## config.mk

```make
export PLATFORM = sky130hd
export DESIGN_NAME = lives_controller
export DESIGN_NICKNAME = d
export VERILOG_FILES = /design/src/rtl/lives_pkg.sv /design/src/rtl/frame_timer.sv /design/src/rtl/lives_controller.sv
export SDC_FILE = /design/constraint.sdc
export NUM_CORES = 1
export LEC_CHECK = 0
export CORE_MARGIN = 5
export CORE_UTILIZATION = 55
export CTS_CLUSTER_SIZE = 30
export DETAILED_ROUTE_END_ITERATION = 8
export MAX_ROUTING_LAYER = met4
export PLACE_DENSITY = 0.82
export REMOVE_ABC_BUFFERS = 1
export SLEW_MARGIN = 20
export SYNTH_ARGS = -nofsm -noshare
export SYNTH_HDL_FRONTEND = slang
export SYNTH_SLANG_ARGS = --single-unit
```

## constraint.sdc

```tcl
create_clock -name clk -period 4.1 [get_ports clk]
set_input_delay 0.82 -clock clk [delete_from_list [all_inputs] [get_ports clk]]
set_output_delay 0.82 -clock clk [all_outputs]
set_load 0.02 [all_outputs]
```

## src/rtl/lives_pkg.sv

```systemverilog
// Shared types and defaults for the lives controller.
// The optional debug-switch path is enabled by defining DEBUG_LIVES_EN.
package lives_pkg;

    typedef enum logic [1:0] {
        ALIVE     = 2'd0,
        DYING     = 2'd1,
        INVULN    = 2'd2,
        GAME_OVER = 2'd3
    } lives_state_t;

    localparam int DEF_MAX_LIVES     = 3;
    localparam int DEF_START_LIVES   = 3;
    localparam int DEF_LIVES_W       = 2;
    localparam int DEF_DEATH_FRAMES  = 60;
    localparam int DEF_INVULN_FRAMES = 120;

    // Increment with a ceiling; the count never exceeds max_v.
    function automatic int sat_inc(input int v, input int max_v);
        if (v >= max_v) begin
            return max_v;
        end else begin
            return v + 1;
        end
    endfunction

    // Decrement with a floor at zero; the count never underflows.
    function automatic int sat_dec(input int v);
        if (v <= 0) begin
            return 0;
        end else begin
            return v - 1;
        end
    endfunction

endpackage

```

## src/rtl/frame_timer.sv

```systemverilog
// Frame-gated counter shared by the DYING and INVULN windows.
// Counts start_of_frame pulses while enabled, saturates at the terminal
// value and flags the frame pulse that brings the count to terminal.
module frame_timer #(
    parameter int CNT_W = 7
) (
    input  logic             clk,
    input  logic             reset,
    input  logic             clear,
    input  logic             enable,
    input  logic             start_of_frame,
    input  logic [CNT_W-1:0] terminal,
    output logic             done
);

    logic [CNT_W-1:0] count_r;
    logic             done_s;

    // Done fires on the frame pulse that would make the count equal terminal.
    always_comb begin
        done_s = 1'b0;
        if (enable && start_of_frame && ((count_r + CNT_W'(1)) == terminal)) begin
            done_s = 1'b1;
        end else begin
            done_s = 1'b0;
        end
    end

    // Frame counter: cleared on request, holds at terminal so it never wraps.
    always_ff @(posedge clk) begin
        if (reset || clear) begin
            count_r <= {CNT_W{1'b0}};
        end else if (enable && start_of_frame && (count_r != terminal)) begin
            count_r <= count_r + CNT_W'(1);
        end else begin
            count_r <= count_r;
        end
    end

    assign done = done_s;

endmodule

```

## src/rtl/lives_controller.sv

```systemverilog
// Player lives bookkeeping and hit -> death -> respawn -> invulnerability
// -> game-over sequencing. Define DEBUG_LIVES_EN to let the dbg_inc /
// dbg_dec switches add or remove a life on their rising edges.
module lives_controller
    import lives_pkg::*;
#(
    parameter int MAX_LIVES     = DEF_MAX_LIVES,
    parameter int START_LIVES   = DEF_START_LIVES,
    parameter int LIVES_W       = DEF_LIVES_W,
    parameter int DEATH_FRAMES  = DEF_DEATH_FRAMES,
    parameter int INVULN_FRAMES = DEF_INVULN_FRAMES
) (
    input  logic               clk,
    input  logic               reset,
    input  logic               start_of_frame,
    input  logic               hit_bomb,
    input  logic               hit_enemy,
    input  logic               bonus_life,
    input  logic               game_restart,
    input  logic               dbg_inc,
    input  logic               dbg_dec,
    output logic [LIVES_W-1:0] lives,
    output logic               player_died,
    output logic               invulnerable,
    output logic               respawn,
    output logic               game_over
);

    localparam int MAX_FRAMES = (DEATH_FRAMES > INVULN_FRAMES) ? DEATH_FRAMES : INVULN_FRAMES;
    localparam int CNT_W      = $clog2(MAX_FRAMES + 1);

    localparam logic [CNT_W-1:0]   DEATH_T  = CNT_W'(DEATH_FRAMES);
    localparam logic [CNT_W-1:0]   INVULN_T = CNT_W'(INVULN_FRAMES);
    localparam logic [LIVES_W-1:0] START_L  = LIVES_W'(START_LIVES);

    lives_state_t       state_r;
    logic [LIVES_W-1:0] lives_r;
    logic               player_died_r;
    logic               invulnerable_r;
    logic               respawn_r;
    logic               game_over_r;

    logic               hit_s;
    logic               dbg_inc_edge_s;
    logic               dbg_dec_edge_s;
    logic               loss_s;
    logic               gain_s;
    logic               timer_en_s;
    logic               timer_clr_s;
    logic               timer_done_s;
    logic [CNT_W-1:0]   timer_term_s;
    logic [LIVES_W-1:0] lives_inc_s;
    logic [LIVES_W-1:0] lives_dec_s;

    assign hit_s = hit_bomb | hit_enemy;

`ifdef DEBUG_LIVES_EN
    logic dbg_inc_r;
    logic dbg_dec_r;

    // Previous switch levels, used to turn held switches into single edges.
    always_ff @(posedge clk) begin
        if (reset) begin
            dbg_inc_r <= 1'b0;
            dbg_dec_r <= 1'b0;
        end else begin
            dbg_inc_r <= dbg_inc;
            dbg_dec_r <= dbg_dec;
        end
    end

    assign dbg_inc_edge_s = dbg_inc & ~dbg_inc_r;
    assign dbg_dec_edge_s = dbg_dec & ~dbg_dec_r;
`else
    logic unused_dbg_s;
    assign unused_dbg_s   = dbg_inc ^ dbg_dec;
    assign dbg_inc_edge_s = 1'b0;
    assign dbg_dec_edge_s = 1'b0;
`endif

    // A debug decrement behaves like a hit; a debug increment like a bonus.
    assign loss_s = hit_s | dbg_dec_edge_s;
    assign gain_s = bonus_life | dbg_inc_edge_s;

    assign lives_inc_s = LIVES_W'(sat_inc(int'(lives_r), MAX_LIVES));
    assign lives_dec_s = LIVES_W'(sat_dec(int'(lives_r)));

    // Timer control: terminal muxed by state, cleared on every state entry.
    always_comb begin
        timer_en_s   = 1'b0;
        timer_term_s = INVULN_T;
        timer_clr_s  = 1'b0;
        case (state_r)
            DYING: begin
                timer_en_s   = 1'b1;
                timer_term_s = DEATH_T;
            end
            INVULN: begin
                timer_en_s   = 1'b1;
                timer_term_s = INVULN_T;
            end
            default: begin
                timer_en_s   = 1'b0;
                timer_term_s = INVULN_T;
            end
        endcase
        if (reset || game_restart) begin
            timer_clr_s = 1'b1;
        end else if ((state_r == ALIVE) && loss_s) begin
            timer_clr_s = 1'b1;
        end else if ((state_r == INVULN) && dbg_dec_edge_s) begin
            timer_clr_s = 1'b1;
        end else if (timer_done_s) begin
            timer_clr_s = 1'b1;
        end else begin
            timer_clr_s = 1'b0;
        end
    end

    frame_timer #(
        .CNT_W(CNT_W)
    ) u_frame_timer (
        .clk           (clk),
        .reset         (reset),
        .clear         (timer_clr_s),
        .enable        (timer_en_s),
        .start_of_frame(start_of_frame),
        .terminal      (timer_term_s),
        .done          (timer_done_s)
    );

    // Lives FSM with registered status flags; restart outranks every request.
    always_ff @(posedge clk) begin
        if (reset || game_restart) begin
            state_r        <= ALIVE;
            lives_r        <= START_L;
            player_died_r  <= 1'b0;
            invulnerable_r <= 1'b0;
            respawn_r      <= 1'b0;
            game_over_r    <= 1'b0;
        end else begin
            respawn_r <= 1'b0;
            case (state_r)
                ALIVE: begin
                    if (loss_s) begin
                        lives_r       <= lives_dec_s;
                        state_r       <= DYING;
                        player_died_r <= 1'b1;
                    end else if (gain_s) begin
                        lives_r <= lives_inc_s;
                    end else begin
                        lives_r <= lives_r;
                    end
                end
                DYING: begin
                    if (timer_done_s) begin
                        player_died_r <= 1'b0;
                        if (lives_r == {LIVES_W{1'b0}}) begin
                            state_r     <= GAME_OVER;
                            game_over_r <= 1'b1;
                        end else begin
                            state_r        <= INVULN;
                            invulnerable_r <= 1'b1;
                            respawn_r      <= 1'b1;
                        end
                    end else begin
                        state_r <= DYING;
                    end
                end
                INVULN: begin
                    if (dbg_dec_edge_s) begin
                        lives_r        <= lives_dec_s;
                        state_r        <= DYING;
                        invulnerable_r <= 1'b0;
                        player_died_r  <= 1'b1;
                    end else begin
                        if (gain_s) begin
                            lives_r <= lives_inc_s;
                        end else begin
                            lives_r <= lives_r;
                        end
                        if (timer_done_s) begin
                            state_r        <= ALIVE;
                            invulnerable_r <= 1'b0;
                        end else begin
                            state_r <= INVULN;
                        end
                    end
                end
                GAME_OVER: begin
                    lives_r     <= {LIVES_W{1'b0}};
                    game_over_r <= 1'b1;
                end
                default: begin
                    state_r        <= ALIVE;
                    lives_r        <= START_L;
                    player_died_r  <= 1'b0;
                    invulnerable_r <= 1'b0;
                    game_over_r    <= 1'b0;
                end
            endcase
        end
    end

    assign lives        = lives_r;
    assign player_died  = player_died_r;
    assign invulnerable = invulnerable_r;
    assign respawn      = respawn_r;
    assign game_over    = game_over_r;

endmodule

```

==> results.cfg <==
[run_status]
status = completed

[place]
port_buffers = 12
postPlaceCellArea_um2 = 1160
dp.cells = 159
gp_congestion = 0.817
hpwlAfterDp_um = 1650

[timing]
skew_ps = 6.66
setup_viol = 0
fmax_mhz = 447
relSlewSlack = 0.600
rsz0062_at_grt = no
hold_ws_ps = 536
final.min_clock_period_ps = 2240
final-hold-violation-count = 0
maxSlewViolCount = 0
fin_crit_sh = 0.546
worst_slew_pin_slew_ps = 600
fin_tns_setup_ps = 0

[synth]
synthesis.area_um2 = 1030
ys_seq_area_frac = 0.293
synth_cells = 125
synth-seq-cells = 15
ys_warn_count = 0
synthDistinctLibCells = 40
syn_avg_cell_area_um2 = 8.21

[global_route]
grt_overflow = 0
antenna_found_initial = 0
grt_pass1_vias = 877
grt_max_degree = 11
met1_usage = 0.205
grtUsageTotal = 0.192
grt_pass1_wl_um = 3760
grtUsageMet2 = 0.329
grt_use_met3 = 0.0620
grt-busiest-layer = met2

[setup_path]
critPathRequiredTime_ps = 4330
timing.setup.critical_path_class = register to register
critPathMaxStageDelay_ps = 510
cp-start-kind = register
endpoint_kind = register
rr_worst_depth = 8
critical-path-top-delay-family = compound AO/OA/AOI/OAI gates
r2r_setup_slack_ps = 1860
crit_arrival_ps = 2470
cp_num_buf_inv = 1
r2r_end = u_frame_timer.count_r[3]$_SDFFE_PP0P_
path_max_fanout = 10
crit_chain = inv_1, ha_1, xnor2_1, xnor2_1, nor2_1, and4_4, a2111o_1, nor2_1
crit_slowest_cell = a2111o_1
timing.rr.start = state_r[1]$_SDFFE_PP0P_

[die]
start_util = 0.588
ios = 15
die_area_um2 = 2830
die_y_um = 53.2
core_um2 = 1750
die_x_um = 53.2
rows = 15

[cells_and_area]
syn_to_final_growth_pct = 15.7
fillCellCount = 154
nets = 157
final_cell_count_no_fill = 163
n_antenna_cell = 0
drive_gt1_frac = 0.0507
post-route-cell-area_um2 = 1190

[clocking]
post_cts.repair.setup_buffers = 0
ctsResizeCount = 0
hold_buffers = 0
clk_latency_ps = 290
root_buffer = clkbuf_4
cts_made_buffers = 3
cts_tree = done
clockBufferDepth = 2
htree_num_levels = 1
clkTransAtPathRegs_ps = 90
cts.sinks = 15

[routing]
drc_errors = 0
ant_nets = 0
detail_route.first_pass.iterations = 4
drtIter0Drc = 37
routed_wl_um = 2160
vias_per_cell = 5.48
wl_per_cell_um = 13.2
dr_total_vias = 893

[worst_hold_path]
hold_path.class = register to register
holdPathStages = 2
min_to = invulnerable$_SDFFE_PP0P_
hold_start = invulnerable$_SDFFE_PP0P_

[pwr]
vdd_drop_max_mv = 0.217
power_uw = 270
powerDensity_nw_per_um2 = 227
p_leak_uw = 0.000452

[job]
max-cap-violations = 0
[through the flow]
step	setup slack, ps	util
after global placement	1670	0.665
after CTS	1850	0.680
final	1860	0.680
after detailed placement	1610	0.665
after floorplan	2180	-
after global routing	1680	0.680
[logic make-up after synthesis]
group                      count (synthesis)  share of synthesized area
and+or+nand+nor                           48                      0.244
AOI/OAI and AO/OA                         27                      0.180
adders and majority gates                  9                      0.110
muxes                                      1                    0.00976
buffers and inverters                     14                     0.0561
xor gates and xnor gates                  11                      0.107
DFF                                       15                      0.293
[Yosys cell counts]
cell type / instances / area (µm²)
a21bo_2: 1 / 10.0
nor2b_1: 1 / 6.26
a311oi_1: 1 / 8.76
buf_4: 1 / 7.51
o22ai_1: 2 / 12.5
clkbuf_1: 1 / 3.75
a21o_1: 1 / 7.51
a31oi_1: 1 / 6.26
nand3_1: 5 / 25.0
nor4bb_1: 1 / 10.0
nand3b_1: 2 / 15.0
o2bb2ai_1: 1 / 8.76
mux2i_1: 1 / 10.0
dfxtp_1: 15 / 300
a211oi_1: 1 / 7.51
o211ai_1: 2 / 15.0
xnor2_1: 7 / 61.3
xnor3_1: 1 / 22.5
nor2_1: 16 / 60.1
nand4_1: 1 / 6.26
a2111o_1: 1 / 11.3
and3_1: 2 / 12.5
a21oi_1: 6 / 30.0
and4_1: 1 / 8.76
o21a_1: 2 / 15.0
nand2b_1: 3 / 18.8
inv_1: 11 / 41.3
a41o_1: 1 / 10.0
nor4_1: 1 / 6.26
a211o_1: 1 / 8.76
and4_4: 2 / 22.5
o21ai_0: 5 / 25.0
buf_2: 1 / 5.00
a221oi_1: 1 / 8.76
xor2_1: 3 / 26.3
nand2_1: 9 / 33.8
nor3_1: 2 / 10.0
ha_1: 9 / 113
and2_4: 1 / 8.76
and2_1: 1 / 6.26
[routing by layer]
metal	part of all wire	wire [µm]
met1	0.45	975
met2	0.47	1010
met3	0.069	148
met4	0.012	26
met5	0	0
[cells in the final DEF (no fill, tap or decap), types with 2 or more instances in the layout]
| master | instances |
|---|---|
| ha_1 | 9 |
| nand2_1 | 9 |
| o211ai_1 | 2 |
| clkbuf_4 | 3 |
| and3_1 | 2 |
| o21ai_0 | 5 |
| xor2_1 | 3 |
| nand2b_1 | 3 |
| o22ai_1 | 2 |
| and4_4 | 2 |
| xnor2_1 | 7 |
| nor2_1 | 16 |
| o21a_1 | 2 |
| inv_1 | 11 |
| nand3b_1 | 2 |
| nand3_1 | 5 |
| clkdlybuf4s50_1 | 12 |
| nor3_1 | 2 |
| a21oi_1 | 6 |
| dfxtp_1 | 15 |
[where the power goes]
group	internal (µW)	total (µW)	leakage (µW)	switching (µW)
Sequential	148	150	0.000121	2.56
Clock	37.9	85.1	0.0000150	47.2
Combinational	16.4	34.5	0.000315	18.1
Total	202	270	0.000452	67.9
[state kept, by name, summed over array words and instances (netlist names)]
signal / cells
game_over: 1
invulnerable: 1
lives: 2
player_died: 1
respawn: 1
state_r: 2
u_frame_timer.count_r: 7
[area by class of cell]
cell class	instances	area [µm²]	share of cell area
multi-input combinational	96	668	0.563
sequential	15	300	0.253
timing repair buffer	12	120	0.101
inverter	11	41.3	0.0348
tap	25	31.3	0.0263
clock buffer	4	26.3	0.0221
[worst max path at each step]
stage                     slack (ps)  cells past startpoint               startpoint                                     to
after floorplan                 2180                      8  state_r[1]$_SDFFE_PP0P_  u_frame_timer.count_r[1]$_SDFFE_PP0P_
after global placement          1670                      5                hit_enemy  u_frame_timer.count_r[0]$_SDFFE_PP0P_
after detailed placement        1610                      5                hit_enemy  u_frame_timer.count_r[3]$_SDFFE_PP0P_
after CTS                       1850                      8  state_r[1]$_SDFFE_PP0P_  u_frame_timer.count_r[6]$_SDFFE_PP0P_
after global routing            1680                      8  state_r[1]$_SDFFE_PP0P_  u_frame_timer.count_r[2]$_SDFFE_PP0P_
final                           1860                      8  state_r[1]$_SDFFE_PP0P_  u_frame_timer.count_r[3]$_SDFFE_PP0P_
[worst register-to-register path, cell delays in order (launching register included)]
cell and delay (ps):
dfxtp_1 350, inv_1 130, ha_1 400, xnor2_1 180
xnor2_1 170, nor2_1 90, and4_4 190, a2111o_1 510
nor2_1 160
Note: power is estimated with default switching activity, not from simulation.
